File: config.mk
export PLATFORM = sky130hd
export DESIGN_NAME = video_sync_decoder
export DESIGN_NICKNAME = d
export VERILOG_FILES = /design/src/rtl/video_sync_decoder.sv
export SDC_FILE = /design/constraint.sdc
export NUM_CORES = 1
export LEC_CHECK = 0
export BUFFER_PORTS_ARGS = -buffer_cell sky130_fd_sc_hd__buf_4
export CAP_MARGIN = 40
export CORE_UTILIZATION = 46
export DETAILED_ROUTE_END_ITERATION = 8
export HOLD_SLACK_MARGIN = 0.02
export PLACE_DENSITY_LB_ADDON = 0.15
export REMOVE_ABC_BUFFERS = 1
export SETUP_SLACK_MARGIN = 0.05
export SYNTH_ARGS = -nofsm -noshare
export SYNTH_HDL_FRONTEND = slang
export SYNTH_SLANG_ARGS = --single-unit
File: constraint.sdc
create_clock -name clk -period 7.8 [get_ports clk]
set_input_delay 0.39 -clock clk [delete_from_list [all_inputs] [get_ports clk]]
set_output_delay 0.39 -clock clk [all_outputs]
set_load 0.05 [all_outputs]
File: src/rtl/video_sync_decoder.sv
// Receive-side raster decoder: recovers pixel coordinates from an HS/VS/DE/RGB
// stream and measures frame geometry, asserting locked once the geometry repeats.
module video_sync_decoder #(
    parameter int CNT_W       = 10,
    parameter int LOCK_FRAMES = 2
) (
    input  logic             clk,
    input  logic             reset_n,
    input  logic             ce_pix,
    input  logic             hs,
    input  logic             vs,
    input  logic             de,
    input  logic [7:0]       r,
    input  logic [7:0]       g,
    input  logic [7:0]       b,
    output logic             pix_valid,
    output logic [CNT_W-1:0] pix_x,
    output logic [CNT_W-1:0] pix_y,
    output logic [14:0]      pix_rgb,
    output logic             frame_start,
    output logic [CNT_W-1:0] active_w,
    output logic [CNT_W-1:0] active_h,
    output logic [CNT_W-1:0] total_h,
    output logic [CNT_W-1:0] total_v,
    output logic             locked
);

    localparam logic [CNT_W-1:0] CNT_MAX = '1;
    localparam int               STB_W   = $clog2(LOCK_FRAMES + 1);
    localparam logic [STB_W-1:0] STB_MAX = STB_W'(LOCK_FRAMES);

    function automatic logic [CNT_W-1:0] sat_inc(input logic [CNT_W-1:0] v);
        return (v == CNT_MAX) ? v : v + 1'b1;
    endfunction

    function automatic logic [14:0] pack_rgb(input logic [7:0] cr, input logic [7:0] cg,
                                             input logic [7:0] cb);
        return {cb[7:3], cg[7:3], cr[7:3]};
    endfunction

    logic        vld_p0;
    logic        seen_p0, seen_prev_p0;
    logic        hs_p0, hs_prev_p0;
    logic        vs_p0, vs_prev_p0;
    logic        de_p0;
    logic [14:0] rgb_p0;

    logic [CNT_W-1:0] hcnt, xcnt, ycnt, lcnt, line_total, line_de;
    logic [STB_W-1:0] stable;

    logic             hs_rise, vs_rise, pix_stb, line_had_de, geo_match, wdog;
    logic [CNT_W-1:0] hcnt_nxt, xcnt_nxt, ycnt_nxt, lcnt_nxt, line_total_nxt, line_de_nxt;
    logic [CNT_W-1:0] pix_x_nxt;
    logic [STB_W-1:0] stable_nxt;

    // Stage p0: input sample plus the previous sample for edge detection.
    // seen_prev_p0 suppresses edges until a genuine previous sample exists.
    always_ff @(posedge clk or negedge reset_n) begin
        if (!reset_n) begin
            vld_p0       <= 1'b0;
            seen_p0      <= 1'b0;
            seen_prev_p0 <= 1'b0;
            hs_p0        <= 1'b0;
            hs_prev_p0   <= 1'b0;
            vs_p0        <= 1'b0;
            vs_prev_p0   <= 1'b0;
            de_p0        <= 1'b0;
            rgb_p0       <= '0;
        end else begin
            vld_p0 <= ce_pix;
            if (ce_pix) begin
                seen_p0      <= 1'b1;
                seen_prev_p0 <= seen_p0;
                hs_p0        <= hs;
                hs_prev_p0   <= hs_p0;
                vs_p0        <= vs;
                vs_prev_p0   <= vs_p0;
                de_p0        <= de;
                rgb_p0       <= pack_rgb(r, g, b);
            end
        end
    end

    assign hs_rise = vld_p0 & seen_prev_p0 & hs_p0 & ~hs_prev_p0;
    assign vs_rise = vld_p0 & seen_prev_p0 & vs_p0 & ~vs_prev_p0;
    assign pix_stb = vld_p0 & de_p0;
    assign locked  = (stable == STB_MAX);

    // HS processing resolves first so a coincident VS sees the closing line.
    always_comb begin
        hcnt_nxt       = hcnt;
        xcnt_nxt       = xcnt;
        ycnt_nxt       = ycnt;
        lcnt_nxt       = lcnt;
        line_total_nxt = line_total;
        line_de_nxt    = line_de;
        line_had_de    = (xcnt != '0);
        pix_x_nxt      = hs_rise ? '0 : xcnt;
        if (vld_p0) begin
            if (hs_rise) begin
                hcnt_nxt       = '0;
                line_total_nxt = sat_inc(hcnt);
                if (line_had_de) begin
                    line_de_nxt = xcnt;
                    ycnt_nxt    = sat_inc(ycnt);
                end
                lcnt_nxt = sat_inc(lcnt);
                xcnt_nxt = '0;
            end else begin
                hcnt_nxt = sat_inc(hcnt);
            end
            if (de_p0) begin
                xcnt_nxt = sat_inc(xcnt_nxt);
            end
        end
        geo_match = (line_de_nxt == active_w) && (ycnt_nxt == active_h) &&
                    (line_total_nxt == total_h) && (lcnt_nxt == total_v);
        wdog = vld_p0 && ((hcnt_nxt == CNT_MAX) || (lcnt_nxt == CNT_MAX));
        stable_nxt = stable;
        if (vs_rise) begin
            stable_nxt = geo_match ? ((stable == STB_MAX) ? stable : stable + 1'b1) : '0;
        end
        if (wdog) begin
            stable_nxt = '0;
        end
    end

    // Stage p1: counters, pixel strobe and latched geometry.
    always_ff @(posedge clk or negedge reset_n) begin
        if (!reset_n) begin
            hcnt        <= '0;
            xcnt        <= '0;
            ycnt        <= '0;
            lcnt        <= '0;
            line_total  <= '0;
            line_de     <= '0;
            stable      <= '0;
            pix_valid   <= 1'b0;
            pix_x       <= '0;
            pix_y       <= '0;
            pix_rgb     <= '0;
            frame_start <= 1'b0;
            active_w    <= '0;
            active_h    <= '0;
            total_h     <= '0;
            total_v     <= '0;
        end else begin
            pix_valid   <= pix_stb;
            frame_start <= vs_rise;
            if (vld_p0) begin
                hcnt       <= hcnt_nxt;
                xcnt       <= xcnt_nxt;
                ycnt       <= vs_rise ? '0 : ycnt_nxt;
                lcnt       <= vs_rise ? '0 : lcnt_nxt;
                line_total <= line_total_nxt;
                line_de    <= line_de_nxt;
                stable     <= stable_nxt;
            end
            if (pix_stb) begin
                pix_x   <= pix_x_nxt;
                pix_y   <= ycnt_nxt;
                pix_rgb <= rgb_p0;
            end
            if (vs_rise) begin
                active_w <= line_de_nxt;
                active_h <= ycnt_nxt;
                total_h  <= line_total_nxt;
                total_v  <= lcnt_nxt;
            end
        end
    end

endmodule

==> flow_summary.json, run 1 <==
{
  "rsz0062_at_grt": "no",
  "dr.pass1.iters": 5,
  "dp_hpwl_um": 14080,
  "synth_common_cells": "181 x nand2_1, 162 x dfrtp_1, 79 x o21ai_0",
  "p_leak_nw": 4.474,
  "dieArea_mm2": 0.01857,
  "clock_sinks": 162,
  "synth_top_area_share_pct": 48.88,
  "ios": 108,
  "synth_warnings": 0,
  "worst_clock_skew_ps": 8.171,
  "initialDrtViolationCount": 482,
  "synth_flop_cell": "dfrtp_1",
  "reg2regPathDepth": 10,
  "antenna_found_initial": 0,
  "use_met1_pct": 32.18,
  "yosysMostFrequentCell": "nand2_1",
  "die_x_um": 136.3,
  "synth-seq-cells": 162,
  "r2r-start": "vld_p0",
  "synthArstFlopShare_pct": 100.0,
  "status": "complete, no violations",
  "vias": 6631,
  "fp-row-count": 48,
  "fin_crit_ps": 3876,
  "cp-start-kind": "flop",
  "synth-edff-count": 0,
  "detail_route.wl_per_cell_um": 17.13,
  "crit_family": "simple AND/OR/NAND/NOR gates",
  "slowest_stage": "dfrtp_1",
  "max_freq_mhz": 258.0,
  "wirelength_um": 20450,
  "ir_drop_v": 0.0001798,
  "final-setup-viol-count": 0,
  "routed_via_density": 5.554,
  "grt.busiest_layer": "met2",
  "cts_tree": "yes",
  "post_cts_buffers": 0,
  "required_ps": 8150,
  "maxSlewHeadroom_pct": 35.49,
  "synth_area_mm2": 0.008293,
  "reg2reg_slack_ps": 3920,
  "post_cts_resized": 0,
  "crit_path_end_kind": "flop",
  "grt_pass1_vias": 6259,
  "crit_buf_inv": 1,
  "holdWs_ps": 33.59,
  "maxCapViolations": 0,
  "drc_errors": 0,
  "synthCells": 886,
  "cts-root-buf": "clkbuf_16",
  "worstReg2RegEnd": "stable[1]",
  "worst-setup-path-type": "reg2reg",
  "drive_above_1_share_pct": 18.89,
  "top_regs": "pix_rgb x15, rgb_p0 x15",
  "maxSlewViolCount": 0,
  "groute.usage.overall_pct": 23.19,
  "yosysUniqueCellTypes": 77,
  "grt_use_met2_pct": 36.01,
  "fin_crit_sh_pct": 49.69,
  "cts_buffer_depth": 2,
  "nNetsFinal": 991,
  "power_density_mw_per_mm2": 296.9,
  "cts_buffers": 17,
  "grt_start_max_net_pins": 90,
  "seq_area_frac_synth_pct": 48.88,
  "final-hold-violation-count": 0,
  "min_path_type": "in2async",
  "initial_core_util_pct": 47.45,
  "area_delta_synth_final_pct": 18.04,
  "ant_nets": 0,
  "tightest_slew_ps": 955.2,
  "fin_setup_tns_ps": 0,
  "met3_usage_pct": 4.698,
  "synth_top_cell_by_area": "dfrtp_1",
  "critPathMaxFanout": 38,
  "worstSkewPairLatency_ps": 430,
  "cts_max_level": 4,
  "cp.arrival_ps": 4230,
  "antenna_cells": 0,
  "worstPathCellList": "and4b_1, buf_4, nor2_1, a221oi_1, xor2_1, nor4_1, nand4_1, nor4_2, a31oi_1, o22ai_1",
  "die_h_um": 136.3,
  "cp_slowest_stage_delay_ps": 910,
  "grt_overflow": 0,
  "grt_pass1_wl_um": 33310,
  "path_clk_slew_ps": 70,
  "core_mm2": 0.01748,
  "hold_buffers": 0,
  "place_congestion": 0.9405,
  "postSynthAreaPerCell_um2": 9.360,
  "numPortBuffers": 98,
  "yosys-top-cells-area": "dfrtp_1 49%, nand2_1 8.2%, o21ai_0 4.8%"
}
-- cell families after synthesis --
group / Yosys count / synth area share [%]
compound gates: 180 / 14.09
xor+xnor: 49 / 5.341
fa+ha+maj: 5 / 0.7544
buf+inv: 83 / 4.134
flops: 162 / 48.88
mux: 38 / 5.130
simple gates: 369 / 21.67
-- per-stage QoR --
step	setup slack [ps]	power, W	instance area, um2	instances	util (%)
floorplan	4379	0.001726	8059	832	-
global placement	3541	0.002014	9120	1160	52.18
detailed placement	3832	0.002026	9168	1162	52.46
CTS	3822	0.002923	9789	1194	56.01
global route	3717	0.003056	9789	1194	56.01
finish	3924	0.002906	9789	1194	56.01
-- cell type report --
class,count,area [um2]
clock buffer,17,425.4
clock inverter,15,196.4
fill,1557,7687
inverter,29,108.9
multi-input combinational,641,3899
sequential,162,4054
tap,225,281.5
timing repair buffer,105,824.5
-- power by group --
part / leakage (nW) / internal (W) / switching (W)
clock: 0.306 / 0.000516 / 0.000378
combinational: 2.03 / 0.000322 / 0.000576
sequential: 2.14 / 0.000961 / 0.000154
-- how the worst max path moves through the flow --
stage / start / endpoint / slack, ps / depth (start not counted)
3_3_place_gp: vld_p0 / stable[1] / 3540 / 8
6_report: vld_p0 / stable[1] / 3920 / 10
3_5_place_dp: vld_p0 / stable[1] / 3830 / 10
5_1_grt: vld_p0 / stable[1] / 3720 / 10
4_1_cts: vld_p0 / stable[1] / 3820 / 10
2_1_floorplan: vld_p0 / stable[1] / 4380 / 9
-- layout by cell type (no fill, tap or decap), drive strengths merged, types with 9 or more instances in the layout --
cell	instances
nand2	181
dfrtp	162
buf	105
o21ai	80
nor2	58
inv	35
xor2	31
nand3	29
mux2	23
a21oi	22
nand4	22
nor3	20
xnor2	17
clkbuf	17
mux2i	15
nor4	13
a22oi	9
-- routing by layer --
| layer | part of all wire, % | routed length (um) |
|---|---|---|
| met2 | 46 | 9417 |
| met3 | 5.4 | 1096 |
| met5 | 0 | 0 |
| met1 | 47 | 9580 |
| met4 | 1.7 | 354 |
Note: power is estimated with default switching activity, not from simulation.
==> run 2: changes to the inputs <==
clock period = 3.54 ns   (was 7.8 ns; I/O delays follow)
==> run 2 against run 1 <==
  * Highest routed layer unchanged
  * Flip-flop and latch count is the same
  * Clock skew grew 0.58 ps
  * Combinational power grew 130%
  * Setup slack lost 3600 ps
  * Routed wire length grew 4.8%
  * Largest cell class unchanged
==> flow_summary.json, run 2 (synthesis gave the netlist of run 1 again) <==
{
  "status": "complete, no violations",
  "place_ws_ps": -74.84,
  "final-hold-violation-count": 0,
  "worstSkewPairLatency_ps": 430,
  "dp_hpwl_um": 14840,
  "crit_path_end_kind": "flop",
  "rsz0062_at_grt": "no",
  "antenna_found_initial": 0,
  "crit_buf_inv": 1,
  "p_sw_w": 0.002400,
  "fin_crit_sh_pct": 90.96,
  "area_delta_synth_final_pct": 21.14,
  "seqPwrFrac_pct": 38.4,
  "cp.arrival_ps": 3560,
  "ios": 108,
  "cts_max_level": 4,
  "reg2reg_slack_ps": 320,
  "tightest_slew_ps": 747.3,
  "fillCellCount": 1578,
  "dieArea_mm2": 0.01857,
  "worstReg2RegEnd": "stable[1]",
  "grt_pass1_wl_um": 34940,
  "die_h_um": 136.3,
  "ir_drop_v": 0.0004146,
  "cp_slowest_stage_delay_ps": 480,
  "grt_overflow": 0,
  "max_freq_mhz": 310.6,
  "p_clk_share_pct": 28.8,
  "maxCapViolations": 0,
  "cpMostUsedCell": "nor4_2",
  "top_regs": "pix_rgb x15, rgb_p0 x15",
  "place_congestion": 0.9454,
  "required_ps": 3880,
  "drive_above_1_share_pct": 20.24,
  "vias": 6813,
  "worst_clock_skew_ps": 8.755,
  "maxSlewViolCount": 0,
  "worstPathCellList": "ha_2, and3_1, a211oi_1, a221oi_2, xor2_1, nor4_2, buf_4, nand4_1, nor4_2, a31oi_1, o22ai_1",
  "power_w": 0.006333,
  "critPathMaxFanout": 10,
  "final_common_cell": "nand2_1",
  "cts_buffer_depth": 2,
  "groute.usage.overall_pct": 24.53,
  "combPwrFrac_pct": 32.8,
  "wirelength_um": 21430,
  "initial_core_util_pct": 47.45,
  "core_mm2": 0.01748,
  "numPortBuffers": 98,
  "r2r-start": "hcnt[0]",
  "crit_family": "simple AND/OR/NAND/NOR gates",
  "antenna_cells": 0,
  "nNetsFinal": 1025,
  "ant_nets": 0,
  "detail_route.wl_per_cell_um": 17.45,
  "cts_buffers": 17,
  "grt_pass1_vias": 6567,
  "cts_tree": "yes",
  "dp_cells": 1177,
  "die_x_um": 136.3,
  "worstHoldStart": "ce_pix",
  "cts-root-buf": "clkbuf_16",
  "post_cts_buffers": 0,
  "holdPathEnd": "vld_p0",
  "routed_via_density": 5.548,
  "maxSlewHeadroom_pct": 50.18,
  "drc_errors": 0,
  "p_sw_share_pct": 37.90,
  "fin_crit_ps": 3220,
  "final_cells": 1228,
  "cp-start-kind": "flop",
  "path_clk_slew_ps": 60,
  "fin_ws_ps": 320.0,
  "slowest_stage": "dfrtp_2",
  "power_density_mw_per_mm2": 630.4,
  "grt_start_max_net_pins": 80,
  "reg2regPathDepth": 11,
  "dr.pass1.iters": 7,
  "hold-path-cell-count": 1,
  "worst-setup-path-type": "reg2reg",
  "final-setup-viol-count": 0,
  "fp-row-count": 48,
  "min_path_type": "in2reg",
  "clock_sinks": 162,
  "p_leak_nw": 4.591,
  "p_int_w": 0.003932,
  "layout_common_cells": "180 x nand2_1, 161 x dfrtp_1, 119 x buf_4",
  "holdWs_ps": 41.84,
  "fin_setup_tns_ps": 0,
  "initialDrtViolationCount": 553
}
-- run 2: changes by cell type in the layout (fill, tap and decap cells not counted), moves of 2 or more --
cell / before / now
buf_4: 102 / 119
o31ai_1: 4 / 2
o31ai_2: 1 / 3
bufinv_16: 3 / 1
dlygate4sd3_1: 0 / 19
clkbuf_8: 0 / 4
inv_8: 4 / 0
clkinvlp_4: 1 / 3
-- run 2: cell type report --
type	instances	area, um2	share of cell area, %
Tap cell	225	281.5	2.802
Timing Repair Buffer	139	1095	10.90
Inverter	29	108.9	1.084
Clock inverter	10	97.59	0.9715
Clock buffer	22	484.2	4.820
Multi-Input combinational cell	641	3924	39.06
Sequential cell	162	4055	40.37
-- run 2: power by group through the flow --
stage,Clock [W],Combinational [W],Sequential [W]
global route,0.00192,0.00225,0.00248
global placement,0,0.00203,0.00246
floorplan,0,0.000924,0.00288
detailed placement,0,0.00205,0.00246
CTS,0.00185,0.00208,0.00243
finish,0.00182,0.00208,0.00243
-- run 2: per-stage QoR --
stage	cell area (um2)	utilization [%]
2_1_floorplan	8059	-
3_3_place_gp	9248	52.91
3_5_place_dp	9248	52.91
4_1_cts	10030	57.37
5_1_grt	10050	57.48
6_report	10050	57.48
-- run 2: worst register-to-register path, cell delays in order (launching register included) --
cell      delay [ps]
dfrtp_2          480
ha_2             270
and3_1           280
a211oi_1         440
a221oi_2         170
xor2_1           170
nor4_2           380
buf_4            180
nand4_1          160
nor4_2           290
a31oi_1          150
o22ai_1          170
-- run 2: routing by layer --
layer | track usage [%] | up-vias | wire length, um
met1 | 33.89 | 3261 | 9886
li1 | - | 3317 | -
met3 | 4.474 | 36 | 1083
met5 | 0 | - | 0
met2 | 37.79 | 199 | 9868
met4 | 10.25 | 0 | 593
-- run 2: worst max path at each step --
stage                      endpoint     from  cells past startpoint
after global placement    stable[1]  hcnt[0]                     11
after floorplan           stable[1]   vld_p0                      9
after CTS                 stable[1]  hcnt[0]                     11
after global routing      stable[1]  hcnt[1]                     11
final                     stable[1]  hcnt[0]                     11
after detailed placement  stable[1]  hcnt[0]                     11
-- run 2: timing repair --
| action | in CTS | in global routing |
|---|---|---|
| resized for setup | 1 | 5 |
| hold buffers | 19 | 0 |
| hold endpoints to repair | 94 | 0 |
| setup endpoints to repair | 2 | 2 |
==> run 3: changes to the inputs <==
CORE_UTILIZATION = 53   (was 46)
==> run 3 against run 2 <==
  * Clock power is essentially flat
  * Setup slack worse by 6.3 ps
  * Worst hold slack improved by 9.4 ps
  * First-iteration DRC count fell by 15%
  * Count of clock-buffer cells in the layout down 4
  * Critical path depth unchanged
  * Non-clock buffer count down 3
  * Largest cell class unchanged
  * Largest power group unchanged
==> flow_summary.json, run 3 (synthesis gave the netlist of run 1 again) <==
{
  "holdPathEnd": "vld_p0",
  "grt_pass1_wl_um": 34690,
  "crit_buf_inv": 1,
  "fin_crit_ps": 3226,
  "antenna_cells": 0,
  "clock_sinks": 162,
  "wirelength_um": 20750,
  "cts_max_level": 4,
  "dp_hpwl_um": 14400,
  "fin_setup_tns_ps": 0,
  "routed_via_density": 5.660,
  "max_freq_mhz": 310.0,
  "worstReg2RegEnd": "stable[1]",
  "placed_cell_area_mm2": 0.009233,
  "die_x_um": 127.1,
  "final_common_cell": "nand2_1",
  "required_ps": 3890,
  "detail_route.wl_per_cell_um": 17.14,
  "layout_common_cells": "180 x nand2_1, 161 x dfrtp_1, 114 x buf_4",
  "initialDrtViolationCount": 470,
  "fin_crit_sh_pct": 91.14,
  "fp-row-count": 45,
  "cts-root-buf": "clkbuf_16",
  "r2r-start": "hcnt[0]",
  "core_mm2": 0.01526,
  "dr.pass1.iters": 4,
  "ios": 108,
  "numPortBuffers": 98,
  "vias": 6849,
  "cp.arrival_ps": 3570,
  "maxCapViolations": 0,
  "antenna_found_initial": 0,
  "die_h_um": 127.1,
  "worstHoldStart": "ce_pix",
  "path_clk_slew_ps": 70,
  "reg2reg_slack_ps": 310,
  "grt_start_max_net_pins": 87,
  "ant_nets": 0,
  "cts_tree": "yes",
  "worstSkewPairLatency_ps": 420,
  "hold-path-cell-count": 1,
  "worst-setup-path-type": "reg2reg",
  "initial_core_util_pct": 54.35,
  "place_ws_ps": 90.51,
  "ir_drop_v": 0.0004743,
  "cp_slowest_stage_delay_ps": 470,
  "final-seq-area_mm2": 0.004055,
  "design_area_mm2": 0.01004,
  "p_leak_nw": 4.594,
  "final-hold-violation-count": 0,
  "slowest_stage": "dfrtp_2",
  "reg2regPathDepth": 11,
  "grt_pass1_vias": 6778,
  "worst_clock_skew_ps": 8.210,
  "maxSlewHeadroom_pct": 47.22,
  "critPathMaxFanout": 10,
  "cpMostUsedCell": "nor4_2",
  "crit_family": "simple AND/OR/NAND/NOR gates",
  "maxSlewViolCount": 0,
  "drive_above_1_share_pct": 20.12,
  "fillCellCount": 1251,
  "worstPathCellList": "ha_1, and3_1, a41oi_1, o31ai_2, xor2_1, nor4_2, buf_4, nand4_1, nor4_2, a31oi_1, o22ai_1",
  "crit_path_end_kind": "flop",
  "area_delta_synth_final_pct": 21.09,
  "cts_buffer_depth": 2,
  "cts_buffers": 17,
  "grt_overflow": 0,
  "nNetsFinal": 1022,
  "power_density_mw_per_mm2": 633.7,
  "rsz0062_at_grt": "no",
  "cp-start-kind": "flop",
  "min_path_type": "in2reg",
  "fin_ws_ps": 313.7,
  "multiInputGateArea_mm2": 0.003928,
  "top_regs": "pix_rgb x15, rgb_p0 x15",
  "final-setup-viol-count": 0,
  "status": "complete, no violations",
  "groute.usage.overall_pct": 27.57,
  "dieArea_mm2": 0.01615,
  "tightest_slew_ps": 791.7,
  "drc_errors": 0,
  "place_congestion": 0.9079
}
run 3: cell count changes in the layout (fill, tap and decap cells not counted), sizes merged:
cell,change
clkbuf,-4
buf,-3
inv,+2
bufinv,+1
run 3: per-layer routing:
layer	GRT usage, %	part of all wire, %	vias to the layer above
met5	0	0	-
met4	8.333	1.7	0
met3	6.156	5.6	20
met2	44.05	47	189
met1	37.73	46	3314
li1	-	-	3326
run 3: what timing repair did:
item                                    CTS  global route
hold endpoints to repair                102             0
endpoints found under the setup margin    0             2
gates resized for setup                   0             7
setup buffers                             0             0
hold buffers                             19             0
run 3: worst register-to-register path, cell delays in order (launching register included):
cell and delay, ps:
dfrtp_2 470, ha_1 320, and3_1 340, a41oi_1 210, o31ai_2 330, xor2_1 140, nor4_2 400, buf_4 180
nand4_1 150, nor4_2 280, a31oi_1 150, o22ai_1 170
run 3: report_power, final:
group	leakage (nW)	total [W]	switching, W	internal [W]
registers	2.14	0.00244	0.000324	0.00212
clock network	0.283	0.00185	0.000781	0.00107
logic	2.18	0.00207	0.00131	0.000764
total	4.59	0.00636	0.00241	0.00395
run 3: area by class of cell:
class | instances | share of cell area [%]
clock buffers | 18 | 4.373
clock inverters | 13 | 1.495
inverters | 29 | 1.084
multi-input cells | 641 | 39.11
flip-flops and latches | 162 | 40.38
well taps | 211 | 2.629
repair buffers | 136 | 10.93
run 3: worst max-delay path by stage:
stage                     startpoint         to  cells past startpoint
after CTS                     vld_p0  stable[1]                     11
after global routing         hcnt[1]  stable[0]                     11
after global placement        vld_p0  stable[1]                     11
final                        hcnt[0]  stable[1]                     11
after detailed placement      vld_p0  stable[1]                     11
after floorplan               vld_p0  stable[1]                      9
run 3: stage by stage:
stage,cells,hold WS [ps],power (W),utilization [%]
3_5_place_dp,1160,291.5,0.004498,60.51
4_1_cts,1210,33.55,0.006379,65.62
2_1_floorplan,832,-118.6,0.003803,-
3_3_place_gp,1160,286.2,0.004476,60.51
6_report,1210,51.22,0.006364,65.81
5_1_grt,1210,47.80,0.006695,65.81
